## src/rtl/sprite_cmd_encoder.sv

```systemverilog
// sprite_cmd_encoder: buffers sprite-update requests and serializes them into
// 32-bit writedata command words; issues the buffer-flush word at vblank start.
// Optional build macro SPRITE_CMD_GAP_EN inserts one idle word between the
// command words of an entry.
module sprite_cmd_encoder #(
  parameter int unsigned FIFO_DEPTH  = 8,
  parameter int unsigned VBLANK_LINE = 480
) (
  input  logic        clk,
  input  logic        reset,
  input  logic        upd_valid,
  output logic        upd_ready,
  input  logic [5:0]  upd_sub_comp,
  input  logic [4:0]  upd_child,
  input  logic [3:0]  upd_mask,
  input  logic        upd_visible,
  input  logic        upd_flip,
  input  logic [4:0]  upd_pattern,
  input  logic [9:0]  upd_x,
  input  logic [9:0]  upd_y,
  input  logic [9:0]  upd_shift,
  input  logic [9:0]  vcount,
  output logic [31:0] writedata,
  output logic        front_buf,
  output logic        frame_done,
  output logic        flush_overrun
);

  localparam int unsigned AW = (FIFO_DEPTH > 1) ? $clog2(FIFO_DEPTH) : 1;
  localparam int unsigned CW = AW + 1;

  typedef struct packed {
    logic [5:0] sub_comp;
    logic [4:0] child;
    logic [3:0] mask;
    logic       visible;
    logic       flip;
    logic [4:0] pattern;
    logic [9:0] x;
    logic [9:0] y;
    logic [9:0] shift;
  } upd_t;

  typedef enum logic [1:0] {IDLE, SEND, FLUSH} state_t;

  upd_t            mem_q [FIFO_DEPTH];
  upd_t            upd_in;
  logic [AW-1:0]   wr_ptr_q, wr_ptr_d, rd_ptr_q, rd_ptr_d;
  logic [CW-1:0]   count_q, count_d;
  logic            full, empty, push, pop;

  state_t          state_q, state_d;
  upd_t            work_q, work_d;
  logic            gap_q, gap_d;
  logic [31:0]     writedata_q, writedata_d;
  logic            front_buf_q, front_buf_d;
  logic            frame_done_q, frame_done_d;
  logic            flush_pending_q, flush_pending_d;
  logic            overrun_q, overrun_d;
  logic            flush_clr;
  logic [9:0]      vcount_q;
  logic            vblank_edge;
  logic [3:0]      sel;

  assign upd_in = '{sub_comp: upd_sub_comp, child: upd_child, mask: upd_mask,
                    visible: upd_visible, flip: upd_flip, pattern: upd_pattern,
                    x: upd_x, y: upd_y, shift: upd_shift};

  assign full        = (count_q == CW'(FIFO_DEPTH));
  assign empty       = (count_q == '0);
  assign push        = upd_valid && !full;
  assign upd_ready   = !full;
  assign vblank_edge = (vcount_q != 10'(VBLANK_LINE)) && (vcount == 10'(VBLANK_LINE));

  // FIFO pointer and occupancy update
  always_comb begin
    wr_ptr_d = wr_ptr_q + AW'(push);
    rd_ptr_d = rd_ptr_q + AW'(pop);
    count_d  = count_q + CW'(push) - CW'(pop);
  end

  // FIFO storage; contents are don't-care until written
  always_ff @(posedge clk) begin
    if (push) mem_q[wr_ptr_q] <= upd_in;
  end

  // Flush request tracking; edges arriving while one is pending coalesce
  always_comb begin
    flush_pending_d = (flush_pending_q && !flush_clr) || vblank_edge;
    overrun_d       = overrun_q || (vblank_edge && flush_pending_q && !flush_clr);
  end

  // Lowest set mask bit selects the next word (attr, x, y, shift order)
  assign sel = work_q.mask & 4'(~work_q.mask + 4'd1);

  // Sequencer next-state and word generation
  always_comb begin
    state_d      = state_q;
    work_d       = work_q;
    gap_d        = 1'b0;
    writedata_d  = 32'h0;
    front_buf_d  = front_buf_q;
    frame_done_d = 1'b0;
    flush_clr    = 1'b0;
    pop          = 1'b0;
    case (state_q)
      IDLE: begin
        if (flush_pending_q) begin
          state_d = FLUSH;
        end else if (!empty) begin
          pop     = 1'b1;
          work_d  = mem_q[rd_ptr_q];
          state_d = SEND;
        end
      end
      SEND: begin
        if (gap_q) begin
          state_d = SEND;
        end else if (work_q.mask == 4'b0000) begin
          state_d = IDLE;
        end else begin
          if (sel[0]) begin
            writedata_d = {work_q.sub_comp, work_q.child, 4'b0001, 3'b001, ~front_buf_q,
                           work_q.visible, work_q.flip, 6'b0, work_q.pattern};
          end else if (sel[1]) begin
            writedata_d = {work_q.sub_comp, work_q.child, 4'b0001, 3'b010, ~front_buf_q,
                           3'b0, work_q.x};
          end else if (sel[2]) begin
            writedata_d = {work_q.sub_comp, work_q.child, 4'b0001, 3'b011, ~front_buf_q,
                           3'b0, work_q.y};
          end else begin
            writedata_d = {work_q.sub_comp, work_q.child, 4'b0001, 3'b100, ~front_buf_q,
                           3'b0, work_q.shift};
          end
          work_d.mask = work_q.mask & ~sel;
          if (work_d.mask == 4'b0000) state_d = IDLE;
`ifdef SPRITE_CMD_GAP_EN
          gap_d = (work_d.mask != 4'b0000);
`else
          gap_d = 1'b0;
`endif
        end
      end
      FLUSH: begin
        writedata_d  = {6'b0, 5'b0, 4'b1111, 3'b000, ~front_buf_q, 13'b0};
        front_buf_d  = ~front_buf_q;
        frame_done_d = 1'b1;
        flush_clr    = 1'b1;
        state_d      = IDLE;
      end
      default: state_d = IDLE;
    endcase
  end

  // State and output registers
  always_ff @(posedge clk or negedge reset) begin
    if (!reset) begin
      wr_ptr_q        <= '0;
      rd_ptr_q        <= '0;
      count_q         <= '0;
      state_q         <= IDLE;
      work_q          <= '0;
      gap_q           <= 1'b0;
      writedata_q     <= 32'h0;
      front_buf_q     <= 1'b0;
      frame_done_q    <= 1'b0;
      flush_pending_q <= 1'b0;
      overrun_q       <= 1'b0;
      vcount_q        <= '0;
    end else begin
      wr_ptr_q        <= wr_ptr_d;
      rd_ptr_q        <= rd_ptr_d;
      count_q         <= count_d;
      state_q         <= state_d;
      work_q          <= work_d;
      gap_q           <= gap_d;
      writedata_q     <= writedata_d;
      front_buf_q     <= front_buf_d;
      frame_done_q    <= frame_done_d;
      flush_pending_q <= flush_pending_d;
      overrun_q       <= overrun_d;
      vcount_q        <= vcount;
    end
  end

  assign writedata     = writedata_q;
  assign front_buf     = front_buf_q;
  assign frame_done    = frame_done_q;
  assign flush_overrun = overrun_q;

endmodule

```

## config.mk

```make
export PLATFORM = sky130hd
export DESIGN_NAME = sprite_cmd_encoder
export DESIGN_NICKNAME = d
export VERILOG_FILES = /design/src/rtl/sprite_cmd_encoder.sv
export SDC_FILE = /design/constraint.sdc
export NUM_CORES = 1
export LEC_CHECK = 0
export BUFFER_PORTS_ARGS = -buffer_cell sky130_fd_sc_hd__buf_2
export CAP_MARGIN = 10
export CORE_MARGIN = 4
export CORE_UTILIZATION = 50
export CTS_BUF_LIST = sky130_fd_sc_hd__clkbuf_2
export CTS_CLUSTER_SIZE = 12
export DETAILED_ROUTE_END_ITERATION = 6
export PLACE_DENSITY = 0.67
export SLEW_MARGIN = 30
export SYNTH_ARGS = -nofsm -noshare
export SYNTH_HDL_FRONTEND = slang
export SYNTH_SLANG_ARGS = --single-unit
```

## constraint.sdc

```tcl
create_clock -name clk -period 8.3 [get_ports clk]
set_clock_uncertainty 0.1 [all_clocks]
set_input_delay 1.245 -clock clk [delete_from_list [all_inputs] [get_ports clk]]
set_output_delay 1.245 -clock clk [all_outputs]
set_load 0.05 [all_outputs]
```

Yosys cells after proc, flatten, opt, wreduce, memory -nomap -nowiden
Memories as Yosys holds them, arrays and structs flattened.
Cells that the tools add are included.

cells by class
  add/subtract/negate cells = 5
  eq/ne operators = 10
  multiplexer cells = 20
  bitwise logic cells = 7
  reduce and logical (&&, ||, !) cells = 17

operators by type and width
  cell                   number
  $mux W41               2
  $pmux W32 S2           1
  $mux W17               3
  $mux W32               1
  $logic_not A4 Y1       3
  $eq A10 B9 Y1 const B  1
  $ne A10 B9 Y1 const B  1
  $and A4 B4 Y4          2
  $mux W2                4
  $not A4 Y4             2
  $pmux W4 S2            1
  $add A3 B1 Y3          2
  $mux W1                6
  $ne A2 B2 Y1 const B   3
  $ne A3 B3 Y1 const B   2
  $logic_and A1 B1 Y1    5
  $add A4 B1 Y4          1
  $add A4 B1 Y4 const B  1
  $eq A4 B4 Y1 const B   1
  $mux W4                1
  $pmux W2 S2            1
  $reduce_and A4 Y1      1
  $sub A4 B1 Y4          1
  $not A1 Y1             3
  8 further kinds        10

storage, ports and cells
  register bits = 110
  memory bits (writable) = 416
  output and inout bits = 36
  word-level logic and storage cells = 79
  memories kept = 1

memory list
  memory  words  width  rd ports  clocked after Yosys merged registers in  wr ports  line  text
  mem_q   8      52     1         0                                        1         46    upd_t mem_q [FIFO_DEPTH];

Depth between registers and ports, before layout
Gate-level depths: netlist of the first run.

  depth in word-level cells = 9
  depth in mapped cells = 11
  gate-level depth less buffers = 10

Worst setup path before layout of the first run
OpenSTA, ideal clock, no wires.

  kind = input to register
  start point = input port upd_valid
  end point = memory mem_q[0][0] (netlist bit), enable pin
  setup time = 526 ps
  data arrival time = 4951 ps
  data required time = 7674 ps
  slack = 2723 ps
  stages = 2
  buffers on the path = 0
  path through = nand3b_1 > nor3_1

on the way
  longest elaborated chain between the ends = 3

ends and longest elaborated chain
  what                           line  text
  from (decl)                    11    input logic upd_valid,
  $logic_and A1 B1 Y1            71    assign push = upd_valid && !full;
  $mux W1                        84    if (push) mem_q[wr_ptr_q] <= upd_in;
  $mux W1 (not written as such)  84
  to (decl)                      46

No other way between the ends.

Worst setup path in the final report of the first run
  start point = register count_q[2]
  end point = output port upd_ready

on the way
  longest elaborated chain between the ends = 2

ends and longest elaborated chain
  what                    line  text
  from (decl)             49    logic [CW-1:0] count_q, count_d;
  from (signal assigned)  173   count_q <= count_d;
  $eq A4 B4 Y1            69    assign full = (count_q == CW'(FIFO_DEPTH));
  $logic_not A1 Y1        72    assign upd_ready = !full;
  to (decl)               12    output logic upd_ready,

No other way between the ends.

==> flow_metrics.py, run 1 <==
metrics = {
    "status": {
        "status": "complete, no violations",
    },
    "final_layout": {
        "finalNetCount": 1254,
        "filler_cell_count": 3095,
        "multi_input_area_sq_um": 4320,
        "area.growth.synth_to_final_pct": 12.0,
        "final_cells": 1789,
        "drive_gt1_frac": 0.345,
        "regArea_sq_um": 15200,
    },
    "sta": {
        "hold_viol_final": 0,
        "finalCritPeriodShare": 0.400,
        "period_needed_ns": 3.32,
        "fmax_mhz": 301,
        "rsz0062_at_grt": "no",
        "finalSetupTns_ns": 0,
        "drv_slew": 0,
        "relSlewSlack": 0.346,
        "worst_pin_slew_ns": 0.981,
        "setup_viol": 0,
    },
    "route": {
        "routed_wl_microns": 39600,
        "dr.pass1.iters": 7,
        "ant_nets": 0,
        "wire_per_inst_microns": 22.1,
        "drtIter0Drc": 778,
        "detail_route.vias_per_cell": 5.47,
        "vias": 9787,
        "drcViolationCount": 0,
    },
    "grt": {
        "grt_pass1_wl_microns": 60900,
        "grt_pass1_vias": 10500,
        "grt_overflow": 0,
        "track_usage": 0.191,
        "antenna_found_initial": 7,
        "grt_max_degree": 81,
    },
    "power_and_ir_drop": {
        "irDropWorstVdd_v": 0.000224,
        "power.total_w": 0.00786,
        "seqPwrFrac": 0.467,
        "power.switching_w": 0.00261,
        "p_clk_frac": 0.243,
        "swShare": 0.332,
        "leakagePower_nw": 8.14,
        "power.density_nw_per_um2": 354,
        "p_comb_frac": 0.290,
        "p_int_w": 0.00525,
    },
    "synth": {
        "synth-seq-cells": 522,
        "yosysMostFrequentCell": "edfxtp_1",
        "syn-mean-instance-area_sq_um": 20.3,
        "synth_flop_cell": "edfxtp_1",
        "ys.warnings.count": 0,
        "synthCells": 977,
        "netlist_top_cells_area": "edfxtp_1 63%, dfrtp_1 13%, mux4_2 11%",
        "yosysTopAreaCell": "edfxtp_1",
        "synth_top_area_share": 0.631,
        "yosysSeqAreaShare": 0.765,
        "ys_types": 45,
        "async_flop_share": 0.203,
        "synth_fp_nets": 1056,
        "synth.top_cells.by_count": "416 x edfxtp_1, 106 x dfrtp_1, 100 x mux4_2",
        "syn_area_sq_um": 19800,
        "synth_edf_count": 416,
    },
    "floorplanning": {
        "die_area_sq_um": 42800,
        "initial_utilization": 0.509,
        "core_sq_um": 38900,
        "io_pins": 101,
        "die_w_microns": 207,
        "rows": 72,
        "fp.dieH_microns": 207,
    },
    "place": {
        "port-buffer-count": 99,
        "hpwlAfterDp_microns": 21000,
        "gp_congestion": 0.725,
        "dp_cells": 1560,
    },
    "setup_path": {
        "cpPeakStageDelay_ns": 0.33,
        "critical_path.cell_chain": "inv_1 -> ha_1 -> nand2_1 -> buf_2",
        "crit_arrival_ns": 1.97,
        "slowest_stage": "dfrtp_1",
        "required_ns": 6.95,
        "worst-path-max-fanout": 4,
        "setup.worst_path.end_class": "output pin",
        "critPathLaunchType": "flop",
        "worstSetupPathType": "flop to output pin",
    },
    "clock_tree": {
        "post_cts_resized": 0,
        "hold_buffers": 0,
        "htreeDepth": 4,
        "cts_sinks": 522,
        "post-cts-setup-buffers": 0,
        "cts.clk_slew.worst_paths_ns": 0.09,
        "clockRootBuffer": "clkbuf_2",
        "clk_latency_ns": 1.05,
        "cts_made_buffers": 131,
        "cts_tree": "built",
        "cts_buffer_depth": 3,
    },
    "hold_path": {
        "hold_path.class": "primary input to asynchronous set/reset pin",
    },
    "run": {
        "drv_cap": 0,
    },
}
sequential cells by signal (all words and copies together) (netlist names):
register         flops
vcount_q            10
mem_q              416
flush_pending_q      1
front_buf            1
writedata           29
work_q              52
count_q              4
flush_overrun        1
wr_ptr_q             3
rd_ptr_q             3
state_q              2
final timing paths:
| check | slack, ns | start | endpoint | depth (start not counted) |
|---|---|---|---|---|
| setup / recovery | 4.98 | count_q[2] | upd_ready | 4 |
| hold / removal | 0.1 | reset | writedata[14] | 1 |
| setup reg to reg | 5.40 | count_q[2] | mem_q[5][25] | 6 |
| hold reg to reg | 0.37 | flush_overrun | flush_overrun | 1 |
| max in group asynchronous | 6.63 | reset | rd_ptr_q[1] | 2 |
| min in group clk | 0.27 | vcount[9] | vcount_q[9] | 1 |
area by class of cell:
cell class | count | share of cell area
Inverter | 13 | 0.00220
Multi-Input combinational cell | 391 | 0.195
Clock buffer | 189 | 0.0427
Tap cell | 518 | 0.0292
Sequential cell | 522 | 0.684
Antenna cell | 2 | 0.000226
Clock inverter | 38 | 0.0190
Timing Repair Buffer | 116 | 0.0286
cells in the final DEF, fill, tap and decap left out, types with 2 or more instances in the layout:
cell        synthesis  final
nor3_1              9      7
mux4_2            100    100
clkinvlp_4          0      2
diode_2             0      2
xor2_1              4      4
ha_1               13     13
nand2b_1            4      4
bufinv_16           0     10
nor4_1              2      2
clkinv_1            0     20
a21o_1              2      2
inv_1              13     13
nor3_2              0      2
nand3_1             3      3
mux2i_1            57     57
o2bb2ai_1           4      4
a22oi_1            11     11
and2_1             17     17
buf_6               1      2
mux4_1              4      4
nor2_4              0      7
inv_2               0      2
nand2_1            11     11
buf_4               5     16
o21ai_0             6      6
and4_1              2      2
clkbuf_2            0    189
nor2_1             65     58
buf_2              16     98
edfxtp_1          416    416
nand4b_1            2      2
dfrtp_1           106    103
clkinv_2            0      3
dfrtp_4             0      3
a21oi_1            57     57
o22ai_1             2      2
metrics by stage:
step,hold slack [ns],setup WS [ns],util,instance area [sq um]
3_3_place_gp,0.360,4.70,0.534,20800
5_1_grt,0.0584,4.77,0.570,22200
2_1_floorplan,0.354,2.72,-,19800
4_1_cts,0.0137,4.85,0.570,22200
3_5_place_dp,0.363,4.68,0.534,20800
6_report,0.0999,4.98,0.570,22200
power by group through the flow:
stage               logic, W  clock network (W)  registers [W]
global route         0.00250            0.00212        0.00373
detailed placement   0.00232                  0        0.00374
CTS                  0.00234            0.00197        0.00368
finish               0.00228            0.00191        0.00367
global placement     0.00229                  0        0.00372
floorplan            0.00170                  0        0.00375
routing by layer:
metal,global-route usage,vias up,part of all wire,wire length [microns]
met5,0,-,0.0020,80
met4,0.0637,10,0.018,706
met3,0.0534,68,0.063,2490
met2,0.315,289,0.50,19900
met1,0.250,5044,0.42,16500
li1,-,4376,-,-
worst max-delay path, delay by kind of cell (launching register included):
family	cells	cell delay [ns]
adder cells (fa/ha/maj)	1	0.19
buffers and inverters	2	0.36
flip-flops	1	0.33
AND/OR/NAND/NOR	1	0.12
logic make-up after synthesis:
logic type | Yosys count | synth area share
multiplexers | 161 | 0.148
AND/OR/NAND/NOR | 123 | 0.0300
XOR/XNOR | 5 | 0.00221
adder cells (fa/ha/maj) | 15 | 0.00973
other | 1 | 0.000189
buffers and inverters | 64 | 0.0202
flip-flops | 522 | 0.765
AO/OA/AOI/OAI | 86 | 0.0248
Power figures use the tool's default switching activity.
==> inputs of run 2 (changes only) <==
--- a/config.mk
+++ b/config.mk
@@ -5,6 +5,7 @@
 export SDC_FILE = /design/constraint.sdc
 export NUM_CORES = 1
 export LEC_CHECK = 0
+export ABC_AREA = 1
 export BUFFER_PORTS_ARGS = -buffer_cell sky130_fd_sc_hd__buf_2
 export CAP_MARGIN = 10
 export CORE_MARGIN = 4
@@ -12,7 +13,7 @@
 export CTS_BUF_LIST = sky130_fd_sc_hd__clkbuf_2
 export CTS_CLUSTER_SIZE = 12
 export DETAILED_ROUTE_END_ITERATION = 6
-export PLACE_DENSITY = 0.67
+export PLACE_DENSITY = 0.7
 export SLEW_MARGIN = 30
 export SYNTH_ARGS = -nofsm -noshare
 export SYNTH_HDL_FRONTEND = slang
==> constraint.sdc (replaced) <==
create_clock -name clk -period 3 [get_ports clk]
set_clock_uncertainty 0.1 [all_clocks]
set_input_delay 0.45 -clock clk [delete_from_list [all_inputs] [get_ports clk]]
set_output_delay 0.45 -clock clk [all_outputs]
set_load 0.05 [all_outputs]
==> run 2 against run 1 <==
  * Synthesized cell count rose by 74%
  * Global-route usage rose by 2.4 points
  * Via count up 41%
  * Sequential power increased to 2.7 times the previous value
  * Critical endpoint unchanged
  * Highest routed layer unchanged
==> flow_metrics.py, run 2 <==
metrics = {
    "grt": {
        "track_usage": 0.215,
        "grt_max_degree": 154,
        "grt_pass1_vias": 13800,
        "grt_overflow": 0,
        "grt_pass1_wl_microns": 75100,
        "antenna_found_initial": 5,
    },
    "route": {
        "wire_per_inst_microns": 18.5,
        "vias": 13800,
        "ant_nets": 0,
        "detail_route.vias_per_cell": 5.35,
        "dr.pass1.iters": 5,
        "drcViolationCount": 0,
        "drtIter0Drc": 1295,
        "routed_wl_microns": 47600,
    },
    "synth": {
        "syn-mean-instance-area_sq_um": 12.2,
        "yosysSeqAreaShare": 0.735,
        "synth-adder-area-share": 0.00886,
        "async_flop_share": 0.203,
        "synth_top_area_share": 0.606,
        "synthSimpleGateAreaFrac": 0.126,
        "synth_fp_nets": 1775,
        "synth-seq-cells": 522,
        "synth_top_family_by_area": "simple AND/OR/NAND/NOR gates",
        "synth_edf_count": 416,
        "netlist_top_cells_area": "edfxtp_1 61%, dfrtp_1 13%, nor2_1 5.1%",
        "synth_mux_area_frac": 0,
        "yosysTopAreaCell": "edfxtp_1",
        "synth_compound_area_frac": 0.0807,
        "ys.warnings.count": 0,
        "synth_flop_cell": "edfxtp_1",
        "syn_area_sq_um": 20600,
        "yosysMostFrequentCell": "edfxtp_1",
        "synth_xor_area_frac": 0.00212,
        "synth.top_cells.by_count": "416 x edfxtp_1, 282 x nor2_1, 220 x nand2_1",
        "synthCells": 1696,
        "ys_types": 33,
    },
    "setup_path": {
        "setup.worst_path.end_class": "output pin",
        "crit_arrival_ns": 2.00,
        "worst-path-max-fanout": 4,
        "critPathLaunchType": "flop",
        "worstSetupPathType": "flop to output pin",
        "required_ns": 2.45,
    },
    "final_layout": {
        "area.growth.synth_to_final_pct": 15.7,
        "largest_reg_flops": 416,
        "regMostFlops": "mem_q",
        "drive_gt1_frac": 0.181,
        "finalNetCount": 2021,
        "final_cell_mix": "416 x edfxtp_1, 274 x nor2_1, 219 x nand2_1, 198 x clkbuf_2, 169 x o21ai_0",
        "filler_cell_count": 3296,
        "final_common_cell": "edfxtp_1",
    },
    "sta": {
        "period_needed_ns": 2.55,
        "drv_slew": 0,
        "hold_slack_ns": 0.164,
        "worst_pin_slew_ns": 0.836,
        "fmax_mhz": 392,
        "setup_ws_ns": 0.446,
        "setup_viol": 0,
        "hold_viol_final": 0,
        "finalCritPeriodShare": 0.851,
        "rsz0062_at_grt": "no",
        "relSlewSlack": 0.442,
    },
    "place": {
        "dp_slack_ns": 0.576,
        "hpwlAfterDp_microns": 25900,
        "port-buffer-count": 99,
        "gp_congestion": 0.808,
    },
    "floorplanning": {
        "fp.dieH_microns": 211,
        "core_sq_um": 40800,
        "io_pins": 101,
        "die_w_microns": 211,
        "rows": 74,
        "die_area_sq_um": 44500,
        "initial_utilization": 0.505,
    },
    "clock_tree": {
        "htreeDepth": 4,
        "post_cts_resized": 0,
        "cts_made_buffers": 131,
        "hold_buffers": 76,
        "cts_sinks": 522,
        "clk_latency_ns": 1.04,
        "clockRootBuffer": "clkbuf_2",
        "post-cts-setup-buffers": 0,
        "cts_buffer_depth": 3,
        "cts_tree": "built",
        "cts.clk_slew.worst_paths_ns": 0.10,
    },
    "power_and_ir_drop": {
        "irDropWorstVdd_v": 0.000788,
        "leakagePower_nw": 9.52,
        "power.density_nw_per_um2": 963,
    },
    "hold_path": {
        "hold_path.class": "primary input to flop",
    },
    "run": {
        "drv_cap": 0,
    },
    "status": {
        "status": "complete, no violations",
    },
}
[run 2: cell count changes after synthesis, moves of 11 or more]
cell	delta
nor2_1	+217
nand2_1	+209
o21ai_0	+163
nand3_1	+125
mux4_2	-100
inv_1	+99
mux2i_1	-57
o211ai_1	+43
o21ai_1	+24
and2_1	-17
buf_2	+16
buf_6	+12
clkbuf_1	+12
a22oi_1	-11
[run 2: worst paths after layout]
kind                               from            end  slack (ns)  cells after the start
max                          count_q[1]      upd_ready        0.45                      3
min                        upd_child[1]   mem_q[1][42]        0.16                      2
max reg2reg                  state_q[1]    rd_ptr_q[2]        0.55                     10
min reg2reg                   front_buf  writedata[13]        0.38                      1
max in group asynchronous         reset     work_q[10]        2.02                      4
min in group asynchronous         reset     work_q[26]        0.44                      4
[run 2: final cells by class]
cell class | instances | area, sq um | share of cell area
inverters | 116 | 438 | 0.0184
flip-flops and latches | 522 | 15200 | 0.636
well taps | 532 | 666 | 0.0279
repair buffers | 209 | 1740 | 0.0732
clock inverters | 34 | 289 | 0.0121
diodes | 4 | 10.0 | 0.000420
clock buffers | 198 | 991 | 0.0416
multi-input cells | 962 | 4550 | 0.191
[run 2: metal layers]
metal | GRT usage | wire [microns] | share of wire
met1 | 0.290 | 20100 | 0.42
met3 | 0.0450 | 3230 | 0.068
met5 | 0 | 7 | 0.00015
met4 | 0.0771 | 956 | 0.020
met2 | 0.351 | 23300 | 0.49
[run 2: kinds of logic after synthesis]
kind of cell | count (synthesis)
XOR/XNOR | 5
AO/OA/AOI/OAI | 301
buffers and inverters | 212
adder cells (fa/ha/maj) | 14
other | 1
flip-flops | 522
AND/OR/NAND/NOR | 641
[run 2: metrics by stage]
stage	util	instance area [sq um]	power (W)	std cells	TNS, ns
after floorplan	-	20700	0.0156	1696	-60.25
after CTS	0.584	23800	0.0231	2573	0
after global placement	0.533	21800	0.0178	2265	0
after detailed placement	0.533	21800	0.0180	2265	0
after global routing	0.584	23800	0.0246	2576	0
final	0.584	23800	0.0229	2577	0
[run 2: where the power goes]
group          internal [W]  switching [W]  leakage, nW  total, W
combinational       0.00240        0.00562         3.46   0.00802
clock               0.00226        0.00271        0.972   0.00497
sequential          0.00932       0.000635         5.09   0.00996
[run 2: critical path, cell delays in order, from the launching register on]
cell and delay (ns):
dfrtp_1 0.44, nor2_1 0.26, nand2_1 0.10, buf_2 0.22
